--- config.mk ---
export PLATFORM = sky130hd
export DESIGN_NAME = glyph_serializer
export DESIGN_NICKNAME = d
export VERILOG_FILES = /design/src/rtl/glyph_serializer.sv
export SDC_FILE = /design/constraint.sdc
export NUM_CORES = 1
export LEC_CHECK = 0
export CAP_MARGIN = 15
export CORE_MARGIN = 2
export CORE_UTILIZATION = 50
export DETAILED_ROUTE_END_ITERATION = 8
export PLACE_DENSITY_LB_ADDON = 0.1
export SYNTH_ARGS = -nofsm -noshare
export SYNTH_HDL_FRONTEND = slang
export SYNTH_SLANG_ARGS = --single-unit
--- constraint.sdc ---
create_clock -name clock -period 2.9 [get_ports clock]
set_clock_uncertainty 0.1 [all_clocks]
set_input_delay 0.58 -clock clock [delete_from_list [all_inputs] [get_ports clock]]
set_output_delay 0.58 -clock clock [all_outputs]
set_load 0.005 [all_outputs]
--- src/rtl/glyph_serializer.sv ---
// Glyph serializer: latches a character, samples its bitmap from an external glyph source,
// and streams SCALE-replicated pixels row-major. Optional GLYPH_INVERT_EN adds in_invert.
module glyph_serializer #(
  parameter int FONT_W = 8,
  parameter int FONT_H = 16,
  parameter int SCALE  = 1,
  localparam int NB = FONT_W * FONT_H,
  localparam int CW = (FONT_W * SCALE > 1) ? $clog2(FONT_W * SCALE) : 1,
  localparam int RW = (FONT_H * SCALE > 1) ? $clog2(FONT_H * SCALE) : 1
) (
  input  logic          clock,
  input  logic          resetn,
  input  logic [6:0]    in_char,
  input  logic          in_valid,
`ifdef GLYPH_INVERT_EN
  input  logic          in_invert,
`endif
  output logic          in_ready,
  output logic [6:0]    glyph_char,
  input  logic [NB-1:0] glyph_bits,
  output logic          px_data,
  output logic          px_valid,
  input  logic          px_ready,
  output logic [CW-1:0] px_col,
  output logic [RW-1:0] px_row,
  output logic          px_eol,
  output logic          px_last
);

  localparam int IW = (NB > 1) ? $clog2(NB) : 1;
  localparam logic [CW-1:0] COL_MAX = CW'(FONT_W * SCALE - 1);
  localparam logic [RW-1:0] ROW_MAX = RW'(FONT_H * SCALE - 1);

  typedef enum logic [1:0] {IDLE, LOAD, SHIFT} state_t;

  state_t        state_q, state_d;
  logic [6:0]    char_q, char_d;
  logic [NB-1:0] bitmap_q, bitmap_d;
  logic [CW-1:0] col_q, col_d;
  logic [RW-1:0] row_q, row_d;
  logic          inv_q, inv_d;
  logic          in_inv;
  logic [IW-1:0] bit_idx;
  int            lin_idx;

`ifdef GLYPH_INVERT_EN
  assign in_inv = in_invert;
`else
  assign in_inv = 1'b0;
`endif

  always_comb begin
    state_d  = state_q;
    char_d   = char_q;
    bitmap_d = bitmap_q;
    col_d    = col_q;
    row_d    = row_q;
    inv_d    = inv_q;
    case (state_q)
      IDLE: begin
        if (in_valid) begin
          char_d  = in_char;
          inv_d   = in_inv;
          state_d = LOAD;
        end
      end
      LOAD: begin
        bitmap_d = glyph_bits;
        col_d    = '0;
        row_d    = '0;
        state_d  = SHIFT;
      end
      SHIFT: begin
        if (px_ready) begin
          if (col_q == COL_MAX) begin
            col_d = '0;
            if (row_q == ROW_MAX) begin
              row_d   = '0;
              state_d = IDLE;
            end else begin
              row_d = row_q + 1'b1;
            end
          end else begin
            col_d = col_q + 1'b1;
          end
        end
      end
      default: state_d = IDLE;
    endcase
  end

  // Output counters run at the scaled resolution; dividing by SCALE maps back to the source bit.
  always_comb begin
    lin_idx = (int'(row_q) / SCALE) * FONT_W + int'(col_q) / SCALE;
    bit_idx = IW'(NB - 1 - lin_idx);
  end

  always_ff @(posedge clock or negedge resetn) begin
    if (!resetn) begin
      state_q  <= IDLE;
      char_q   <= '0;
      bitmap_q <= '0;
      col_q    <= '0;
      row_q    <= '0;
      inv_q    <= 1'b0;
    end else begin
      state_q  <= state_d;
      char_q   <= char_d;
      bitmap_q <= bitmap_d;
      col_q    <= col_d;
      row_q    <= row_d;
      inv_q    <= inv_d;
    end
  end

  assign in_ready   = (state_q == IDLE);
  assign px_valid   = (state_q == SHIFT);
  assign glyph_char = char_q;
  assign px_col     = col_q;
  assign px_row     = row_q;
  assign px_data    = px_valid & (bitmap_q[bit_idx] ^ inv_q);
  assign px_eol     = px_valid & (col_q == COL_MAX);
  assign px_last    = px_eol & (row_q == ROW_MAX);

endmodule

==> run_results.csv, run 1 <==
group,metric,value,unit
power,comb_power_share,0.403,
cells_and_area,antenna_cells,0,
route,via_per_inst,5.20,
route,first_iter_violations,418,
grt,grt_pass1_vias,5665,
critical_path,critical_path_depth,8,
power,p_int,0.00648,W
die,dieWidth,121,um
synth,synthFlopType,"dfrtp_1",
timing,maxSlewViolCount,0,
grt,grt_start_max_net_pins,71,
critical_path,reg2reg_depth,9,
critical_path,cp-end-kind,"output port",
synth,syn_inst,726,
timing,hold_violations,0,
critical_path,path_delay_family,"multiplexers",
clocking,cts_max_path_buffers,2,
timing,period_needed,3330,ps
synth,syn-cell-area,6840,sq um
critical_path,critPathKind,"register to output port",
route,wl,17.1,mm
die,die_area,14600,sq um
power,pwr-share-seq,0.359,
critical_path,arrival,2650,ps
route,drc,0,
critical_path,path_max_fanout,8,
status,violations,"negative setup slack",
die,core_area,13300,sq um
grt,overflow,0,
critical_path,startpoint,"px_col[0]$_DFFE_PN0P_",
timing,post-route-period-util,1.15,
power,p_leak,4.29,nW
synth,yosysWarnings,0,
power,power.density,1050,nW/um^2
die,rows,42,
critical_path,r2r-start,"px_col[0]$_DFFE_PN0P_",
clocking,clockRootBuffer,"clkbuf_16",
synth,synth_edf_count,0,
place,dpl_worst_slack,-404,ps
synth,postSynthNetCount,868,
place,globalplace.congestion,0.803,
clocking,cts_tree,"yes",
timing,fin_hold_ws,3.89,ps
timing,fmax,0.300,GHz
critical_path,crit_slowest_cell,"mux4_2",
cells_and_area,fillers,1029,
synth,async_reset_ff_frac,1.00,
critical_path,r2r_end,"px_row[2]$_DFFE_PN0P_",
clocking,clk_pin_slew,60,ps
power,swShare,0.341,
route,drtPass1Iterations,5,
critical_path,crit_required,2220,ps
die,die_h,121,um
status,status,"finished with violations",
min_path,min_path_type,"primary input to async pin",
cells_and_area,drive_gt1_frac,0.106,
synth,synth_cell_type_count,45,
place,hpwl,11.8,mm
place,port-buffer-count,157,
job,maxCapViolCount,0,
timing,setup_violations,1,
synth,yosysSeqAreaShare,0.527,
grt,antenna_found_initial,0,
grt,grt_pass1_wl,27.7,mm
clocking,numCtsBuffers,17,
power,worst_ir_drop_vdd,0.495,mV
cells_and_area,nets,1024,
route,wl_per_cell,16.0,um
critical_path,crit_end,"px_data",
die,initial_core_util,0.514,
power,switchingPower,0.00336,W
timing,maxSlewHeadroom,0.516,
timing,rsz0062_at_grt,"yes",
timing,tightest_slew,725,ps
route,vias,5568,
cells_and_area,areaGrowthSynthToFinish,36.6,%
clocking,cts.sinks,144,
critical_path,setup.worst_path.start_class,"register",
clocking,insertion_delay,420,ps
synth,synth.ff_latch_count,144,
power,pwr-share-clk,0.238,
timing,setup_ws,-434,ps
critical_path,path_buf_inv,2,
die,ios,158,
synth,synth_area_per_cell,9.42,sq um
cells_and_area,layout_common_cells,"nand2_1, clkdlybuf4s50_1, dfrtp_1",
critical_path,cpPeakStageDelay,510,ps
critical_path,r2r_slack,790,ps
route,ant_nets,0,
critical_path,cp_cell_sequence,"buf_12, mux4_2, mux2i_1, nor3_1, or4b_4, o21ai_4, a311oi_2, buf_2",
grt,grt_usage,0.244,
clocking,htreeDepth,4,
cells_and_area,final_common_cell,"nand2_1",
-- layout make-up --
cell class,count,area [sq um],share of cell area
clock buffer,19,443,0.0474
timing repair buffer,187,1880,0.201
sequential,144,3610,0.386
tap,176,220,0.0236
multi-input combinational,530,3000,0.321
inverter,2,7.51,0.000804
clock inverter,12,190,0.0204
-- Yosys cell counts, types with 2 or more instances --
master / n / area (sq um)
nand2_1: 398 / 1490
dfrtp_1: 144 / 3600
clkbuf_1: 35 / 131
mux2i_1: 25 / 250
mux4_1: 16 / 420
mux2_2: 9 / 101
nor2_1: 9 / 33.8
mux4_2: 8 / 180
o21ai_0: 7 / 35.0
a21oi_1: 6 / 30.0
a22o_1: 6 / 52.6
buf_2: 5 / 25.0
nor2b_1: 5 / 31.3
a22oi_1: 4 / 30.0
nand3_1: 4 / 20.0
buf_12: 3 / 60.1
buf_4: 3 / 22.5
ha_1: 3 / 37.5
nor3_1: 3 / 15.0
a211oi_1: 2 / 15.0
a22oi_2: 2 / 25.0
buf_1: 2 / 7.51
buf_6: 2 / 22.5
inv_1: 2 / 7.51
nor3_2: 2 / 20.0
nor3b_1: 2 / 15.0
-- state kept, by name, summed over array words and instances, names as in the netlist --
name        count
px_row          4
glyph_char      7
state_q         2
bitmap_q      128
px_col          3
-- cells by family (layout without fill, tap and decap cells) --
| group | Yosys count | count (layout) | share of synthesized area |
|---|---|---|---|
| AND/OR/NAND/NOR | 431 | 431 | 0.247 |
| flip-flops | 144 | 144 | 0.527 |
| multiplexers | 58 | 58 | 0.139 |
| buffers and inverters | 52 | 220 | 0.0404 |
| AO/OA/AOI/OAI | 38 | 38 | 0.0410 |
| adder cells (fa/ha/maj) | 3 | 3 | 0.00549 |
-- metal layers --
metal  vias up  track usage  part of all wire
li1       2685            -                 -
met1      2720        0.328              0.44
met2       148        0.403              0.49
met3        15       0.0512             0.052
met4         0       0.0719             0.013
met5         -            0                 0
-- worst min path at each step --
| stage | startpoint | slack [ps] | end |
|---|---|---|---|
| finish | resetn | 4 | bitmap_q[109]$_DFFE_PN0P_ |
| global route | resetn | 50 | bitmap_q[109]$_DFFE_PN0P_ |
| CTS | resetn | 20 | bitmap_q[102]$_DFFE_PN0P_ |
| detailed placement | bitmap_q[111]$_DFFE_PN0P_ | 360 | bitmap_q[111]$_DFFE_PN0P_ |
| global placement | bitmap_q[43]$_DFFE_PN0P_ | 350 | bitmap_q[43]$_DFFE_PN0P_ |
| floorplan | resetn | 180 | bitmap_q[0]$_DFFE_PN0P_ |
-- worst register-to-register path, delay by kind of cell, from the launching register on --
family          cells  cell delay [ps]
fa+ha+maj           2              400
compound gates      1              200
buf+inv             3              470
flops               1              430
simple gates        2              140
mux                 1              270
-- stage by stage --
stage | power, W | setup TNS [ps] | instance area [sq um] | std cells | utilization
floorplan | 0.00599 | 0 | 6840 | 726 | -
global placement | 0.00710 | -375 | 8600 | 1035 | 0.647
detailed placement | 0.00727 | -404 | 8600 | 1035 | 0.647
CTS | 0.00977 | -478 | 9280 | 1068 | 0.698
global route | 0.0105 | -617 | 9340 | 1070 | 0.703
finish | 0.00984 | -434 | 9340 | 1070 | 0.703
-- power by group through the flow --
stage	sequential (W)	combinational [W]	clock (W)
finish	0.00353	0.00397	0.00234
global route	0.00363	0.00441	0.00247
CTS	0.00354	0.00386	0.00237
detailed placement	0.00354	0.00373	0
global placement	0.00350	0.00360	0
floorplan	0.00333	0.00265	0
-- repair_timing --
action                                  4_1_cts  5_1_grt
endpoints found under the hold margin         0        0
pin swaps                                     3        3
resized for setup                            13        4
setup buffers                                 2        1
gates cloned                                  1        1
endpoints found under the setup margin        2        3
hold buffers                                  0        0
Note: power is estimated with default switching activity, not from simulation.
==> run 2, diff against run 1 <==
--- a/config.mk
+++ b/config.mk
@@ -6,10 +6,11 @@
 export NUM_CORES = 1
 export LEC_CHECK = 0
 export CAP_MARGIN = 15
-export CORE_MARGIN = 2
-export CORE_UTILIZATION = 50
+export CORE_MARGIN = 5
+export CORE_UTILIZATION = 54
 export DETAILED_ROUTE_END_ITERATION = 8
 export PLACE_DENSITY_LB_ADDON = 0.1
+export SKIP_LAST_GASP = 1
 export SYNTH_ARGS = -nofsm -noshare
 export SYNTH_HDL_FRONTEND = slang
 export SYNTH_SLANG_ARGS = --single-unit
==> constraint.sdc (replaced) <==
create_clock -name clock -period 4.15 [get_ports clock]
set_clock_uncertainty 0.1 [all_clocks]
set_input_delay 0.83 -clock clock [delete_from_list [all_inputs] [get_ports clock]]
set_output_delay 0.83 -clock clock [all_outputs]
set_load 0.005 [all_outputs]
==> run_results.csv, run 2 (synthesized netlist as in run 1, its figures left out) <==
group,metric,value,unit
status,status,"finished, final reports clean",
cells_and_area,final_util,0.720,
cells_and_area,fillers,972,
critical_path,cp_cell_sequence,"buf_4, mux4_1, mux2_2, o311ai_0, a311oi_2, clkdlybuf4s50_1",
timing,post-route-period-util,0.985,
critical_path,setup.worst_path.start_class,"register",
die,rows,41,
timing,setup_tns,0,ps
cells_and_area,final_common_cell,"nand2_1",
route,wl_per_cell,16.2,um
place,port-buffer-count,157,
grt,antenna_found_initial,0,
die,core_area,12500,sq um
cells_and_area,fin_area,9010,sq um
timing,setup_violations,0,
clocking,clockRootBuffer,"clkbuf_16",
grt,grt_start_max_net_pins,129,
grt,overflow,0,
clocking,cts.sinks,144,
cells_and_area,areaGrowthSynthToFinish,31.7,%
die,ios,158,
place,globalplace.congestion,0.788,
critical_path,cp-end-kind,"output port",
route,wl,17.0,mm
job,maxCapViolCount,0,
die,dieWidth,123,um
die,initial_core_util,0.546,
timing,fmax,0.245,GHz
route,first_iter_violations,444,
route,vias,5469,
clocking,clk_pin_slew,60,ps
cells_and_area,layout_common_cells,"nand2_1, clkdlybuf4s50_1, dfrtp_1",
power,p_leak,4.12,nW
place,placed_area,8440,sq um
clocking,htreeDepth,4,
critical_path,arrival,3160,ps
grt,grt_pass1_wl,28.2,mm
route,drtPass1Iterations,4,
cells_and_area,regMostFlops,"bitmap_q",
critical_path,crit_required,3220,ps
critical_path,cpPeakStageDelay,560,ps
critical_path,crit_slowest_cell,"dfrtp_4",
power,worst_ir_drop_vdd,0.306,mV
cells_and_area,layoutNonFillerInstCount,1044,
die,die_h,123,um
timing,maxSlewViolCount,0,
route,ant_nets,0,
timing,period_needed,4090,ps
cells_and_area,antenna_cells,0,
grt,grt_usage,0.241,
critical_path,critPathKind,"register to output port",
route,via_per_inst,5.24,
place,place_inst,1014,
clocking,cts_max_path_buffers,2,
min_path,min_path_type,"primary input to async pin",
cells_and_area,largest_reg_flops,128,
power,power.density,703,nW/um^2
critical_path,path_max_fanout,14,
power,p_total,0.00634,W
cells_and_area,drive_gt1_frac,0.0734,
place,hpwl,11.8,mm
timing,maxSlewHeadroom,0.405,
route,drc,0,
timing,tightest_slew,893,ps
clocking,cts_tree,"yes",
timing,hold_violations,0,
clocking,cts_hold_buf,0,
cells_and_area,nets,1007,
clocking,numCtsBuffers,17,
die,die_area,15000,sq um
clocking,insertion_delay,420,ps
grt,grt_pass1_vias,5749,
-- run 2: report_power, final --
part           internal (W)  switching [W]  leakage [nW]  total, W
Sequential          0.00207       0.000477          1.58   0.00255
Combinational       0.00124        0.00122          2.30   0.00246
Clock              0.000804       0.000521         0.250   0.00132
-- run 2: worst paths after layout --
check	start	endpoint	slack (ps)	depth (start not counted)
worst max-delay path	px_col[0]$_DFFE_PN0P_	px_data	60	6
worst min-delay path	resetn	bitmap_q[104]$_DFFE_PN0P_	370	1
worst max register to register	state_q[1]$_DFFE_PN0P_	bitmap_q[21]$_DFFE_PN0P_	1780	4
worst min register to register	bitmap_q[29]$_DFFE_PN0P_	bitmap_q[29]$_DFFE_PN0P_	370	2
max in group asynchronous	resetn	bitmap_q[87]$_DFFE_PN0P_	2660	2
min in group clock	bitmap_q[29]$_DFFE_PN0P_	bitmap_q[29]$_DFFE_PN0P_	370	2
-- run 2: what timing repair did --
action                                  in CTS  in global routing
gates resized for setup                      0                  2
endpoints found under the setup margin       0                  1
hold endpoints to repair                     0                  0
setup buffers                                0                  3
-- run 2: metrics by stage --
| step | hold WS (ps) | setup WS [ps] |
|---|---|---|
| global route | 391 | -35.4 |
| finish | 367 | 61.1 |
| detailed placement | 355 | 524 |
| CTS | 369 | 39.5 |
| global placement | 353 | 552 |
| floorplan | 337 | 1350 |
-- run 2: final cells by class --
class | count | area, sq um | share of cell area
sequential | 144 | 3610 | 0.400
timing repair buffer | 170 | 1700 | 0.188
clock buffer | 24 | 492 | 0.0546
tap | 172 | 215 | 0.0239
inverter | 2 | 7.51 | 0.000833
multi-input combinational | 530 | 2980 | 0.331
clock inverter | 2 | 10.0 | 0.00111
-- run 2: worst max-delay path: cells and delay by family, from the launching register on --
family	cells	cell delay [ps]
compound gates	2	610
flops	1	560
mux	2	840
buf+inv	2	720
-- run 2: metal layers --
layer  wire length, um  GRT usage
met5                 0          0
met4               351     0.0812
met3              1090     0.0622
met2              8160      0.395
met1              7350      0.316
==> run 3, diff against run 2 <==
--- a/config.mk
+++ b/config.mk
@@ -9,6 +9,7 @@
 export CORE_MARGIN = 5
 export CORE_UTILIZATION = 54
 export DETAILED_ROUTE_END_ITERATION = 8
+export GPL_TIMING_DRIVEN = 0
 export PLACE_DENSITY_LB_ADDON = 0.1
 export SKIP_LAST_GASP = 1
 export SYNTH_ARGS = -nofsm -noshare
==> constraint.sdc (replaced) <==
create_clock -name clock -period 5 [get_ports clock]
set_clock_uncertainty 0.1 [all_clocks]
set_input_delay 1 -clock clock [delete_from_list [all_inputs] [get_ports clock]]
set_output_delay 1 -clock clock [all_outputs]
set_load 0.005 [all_outputs]
==> run_results.csv, run 3 (synthesized netlist as in run 1, its figures left out) <==
group,metric,value,unit
die,die_h,123,um
power,power.density,602,nW/um^2
power,p_total,0.00557,W
cells_and_area,final_common_cell,"nand2_1",
grt,grt_pass1_vias,5957,
clocking,insertion_delay,420,ps
route,vias,5742,
critical_path,critPathKind,"register to output port",
power,p_int,0.00361,W
route,via_per_inst,5.29,
cells_and_area,largest_reg_flops,128,
place,hpwl,13.2,mm
timing,tightest_slew,761,ps
grt,grt_start_max_net_pins,82,
die,die_area,15000,sq um
cells_and_area,regMostFlops,"bitmap_q",
power,pwr-share-seq,0.362,
power,swShare,0.352,
cells_and_area,multiInputGateArea,2960,sq um
critical_path,arrival,3380,ps
route,ant_nets,0,
place,globalplace.congestion,0.852,
cells_and_area,layout_common_cells,"nand2_1, clkdlybuf4s50_1, dfrtp_1",
timing,rsz0062_at_grt,"no",
power,p_leak,4.21,nW
timing,hold_violations,0,
power,worst_ir_drop_vdd,0.316,mV
clocking,cts_max_path_buffers,2,
die,rows,41,
job,maxCapViolCount,0,
critical_path,path_buf_inv,3,
clocking,numCtsBuffers,17,
timing,setup_violations,0,
cells_and_area,areaGrowthSynthToFinish,35.1,%
status,status,"finished, final reports clean",
critical_path,setup.worst_path.start_class,"register",
critical_path,path_delay_family,"buffers and inverters",
grt,grt_usage,0.257,
power,switchingPower,0.00196,W
grt,overflow,0,
power,comb_power_share,0.408,
cells_and_area,final_util,0.738,
clocking,cts.sinks,144,
timing,maxSlewHeadroom,0.493,
route,wl_per_cell,17.0,um
clocking,cts_tree,"yes",
place,port-buffer-count,156,
route,wl,18.5,mm
critical_path,crit_required,3900,ps
clocking,cts_setup_buffers,0,
timing,fmax,0.223,GHz
clocking,cts_hold_buf,0,
clocking,htreeDepth,4,
critical_path,path_max_fanout,10,
cells_and_area,nets,1044,
clocking,clockRootBuffer,"clkbuf_16",
timing,period_needed,4480,ps
critical_path,cpPeakStageDelay,620,ps
route,drtPass1Iterations,5,
route,drc,0,
clocking,post_cts_resized,0,
min_path,min_path_type,"register to register",
cells_and_area,fillers,990,
die,dieWidth,123,um
critical_path,cp-end-kind,"output port",
power,pwr-share-clk,0.230,
grt,grt_pass1_wl,29.6,mm
die,ios,158,
die,initial_core_util,0.546,
cells_and_area,antenna_cells,0,
critical_path,cp_cell_sequence,"buf_2, buf_1, mux2i_1, a221oi_1, o21ai_0, a311oi_1, clkdlybuf4s50_1",
clocking,clk_pin_slew,60,ps
cells_and_area,seqCellArea,3600,sq um
timing,maxSlewViolCount,0,
grt,antenna_found_initial,0,
critical_path,crit_slowest_cell,"buf_1",
timing,post-route-period-util,0.896,
route,first_iter_violations,495,
cells_and_area,drive_gt1_frac,0.0700,
die,core_area,12500,sq um
[run 3: changes by cell type in the layout (fill, tap and decap cells not counted), moves of 2 or more]
cell       previous run  this run
buf_6                 1         3
bufinv_16             0         2
clkbuf_1              3        39
clkbuf_8              4         6
dfrtp_1             142       144
buf_1                 0         2
buf_2                 0         5
buf_4                11         3
[run 3: final timing paths]
kind,startpoint,endpoint,slack (ps),cells past startpoint
max reg2reg,state_q[0]$_DFFE_PN0P_,bitmap_q[63]$_DFFE_PN0P_,2740,6
min reg2reg,bitmap_q[110]$_DFFE_PN0P_,bitmap_q[110]$_DFFE_PN0P_,360,2
max in group asynchronous,resetn,bitmap_q[120]$_DFFE_PN0P_,3530,2
max,px_col[2]$_DFFE_PN0P_,px_data,520,7
min,bitmap_q[110]$_DFFE_PN0P_,bitmap_q[110]$_DFFE_PN0P_,360,2
min in group asynchronous,resetn,bitmap_q[56]$_DFFE_PN0P_,470,1
[run 3: per-layer routing]
layer / GRT usage / wire (um) / up-vias
met4: 0.100 / 450 / 0
li1: - / - / 2721
met2: 0.424 / 9070 / 224
met5: 0 / 0 / -
met3: 0.0530 / 1200 / 42
met1: 0.338 / 7800 / 2755
[run 3: tightest hold or removal path: cells and delay by family (launching register included)]
family	cells	cell delay, ps
flip-flops	1	330
AND/OR/NAND/NOR	2	100
[run 3: power by group through the flow]
stage          registers, W  clock network [W]  logic [W]
2_1_floorplan       0.00193                  0    0.00154
3_3_place_gp        0.00198                  0    0.00218
3_5_place_dp        0.00202                  0    0.00224
4_1_cts             0.00201            0.00129    0.00228
5_1_grt             0.00208            0.00134    0.00251
6_report            0.00202            0.00128    0.00227
[run 3: layout make-up]
class | instances | share of cell area
buffer | 50 | 0.0291
clock buffer | 27 | 0.0566
clock inverter | 4 | 0.00785
inverter | 2 | 0.000812
multi-input combinational | 530 | 0.320
sequential | 144 | 0.390
tap | 172 | 0.0233
timing repair buffer | 157 | 0.172
[run 3: stage by stage]
step	setup WS, ps	cell area, sq um	hold WS, ps	cells	TNS (ps)
2_1_floorplan	2030	6840	337	726	0
3_3_place_gp	-2530	8620	350	1054	-363190
3_5_place_dp	1030	8650	355	1055	0
4_1_cts	580	9240	369	1086	0
5_1_grt	458	9240	388	1086	0
6_report	521	9240	364	1086	0
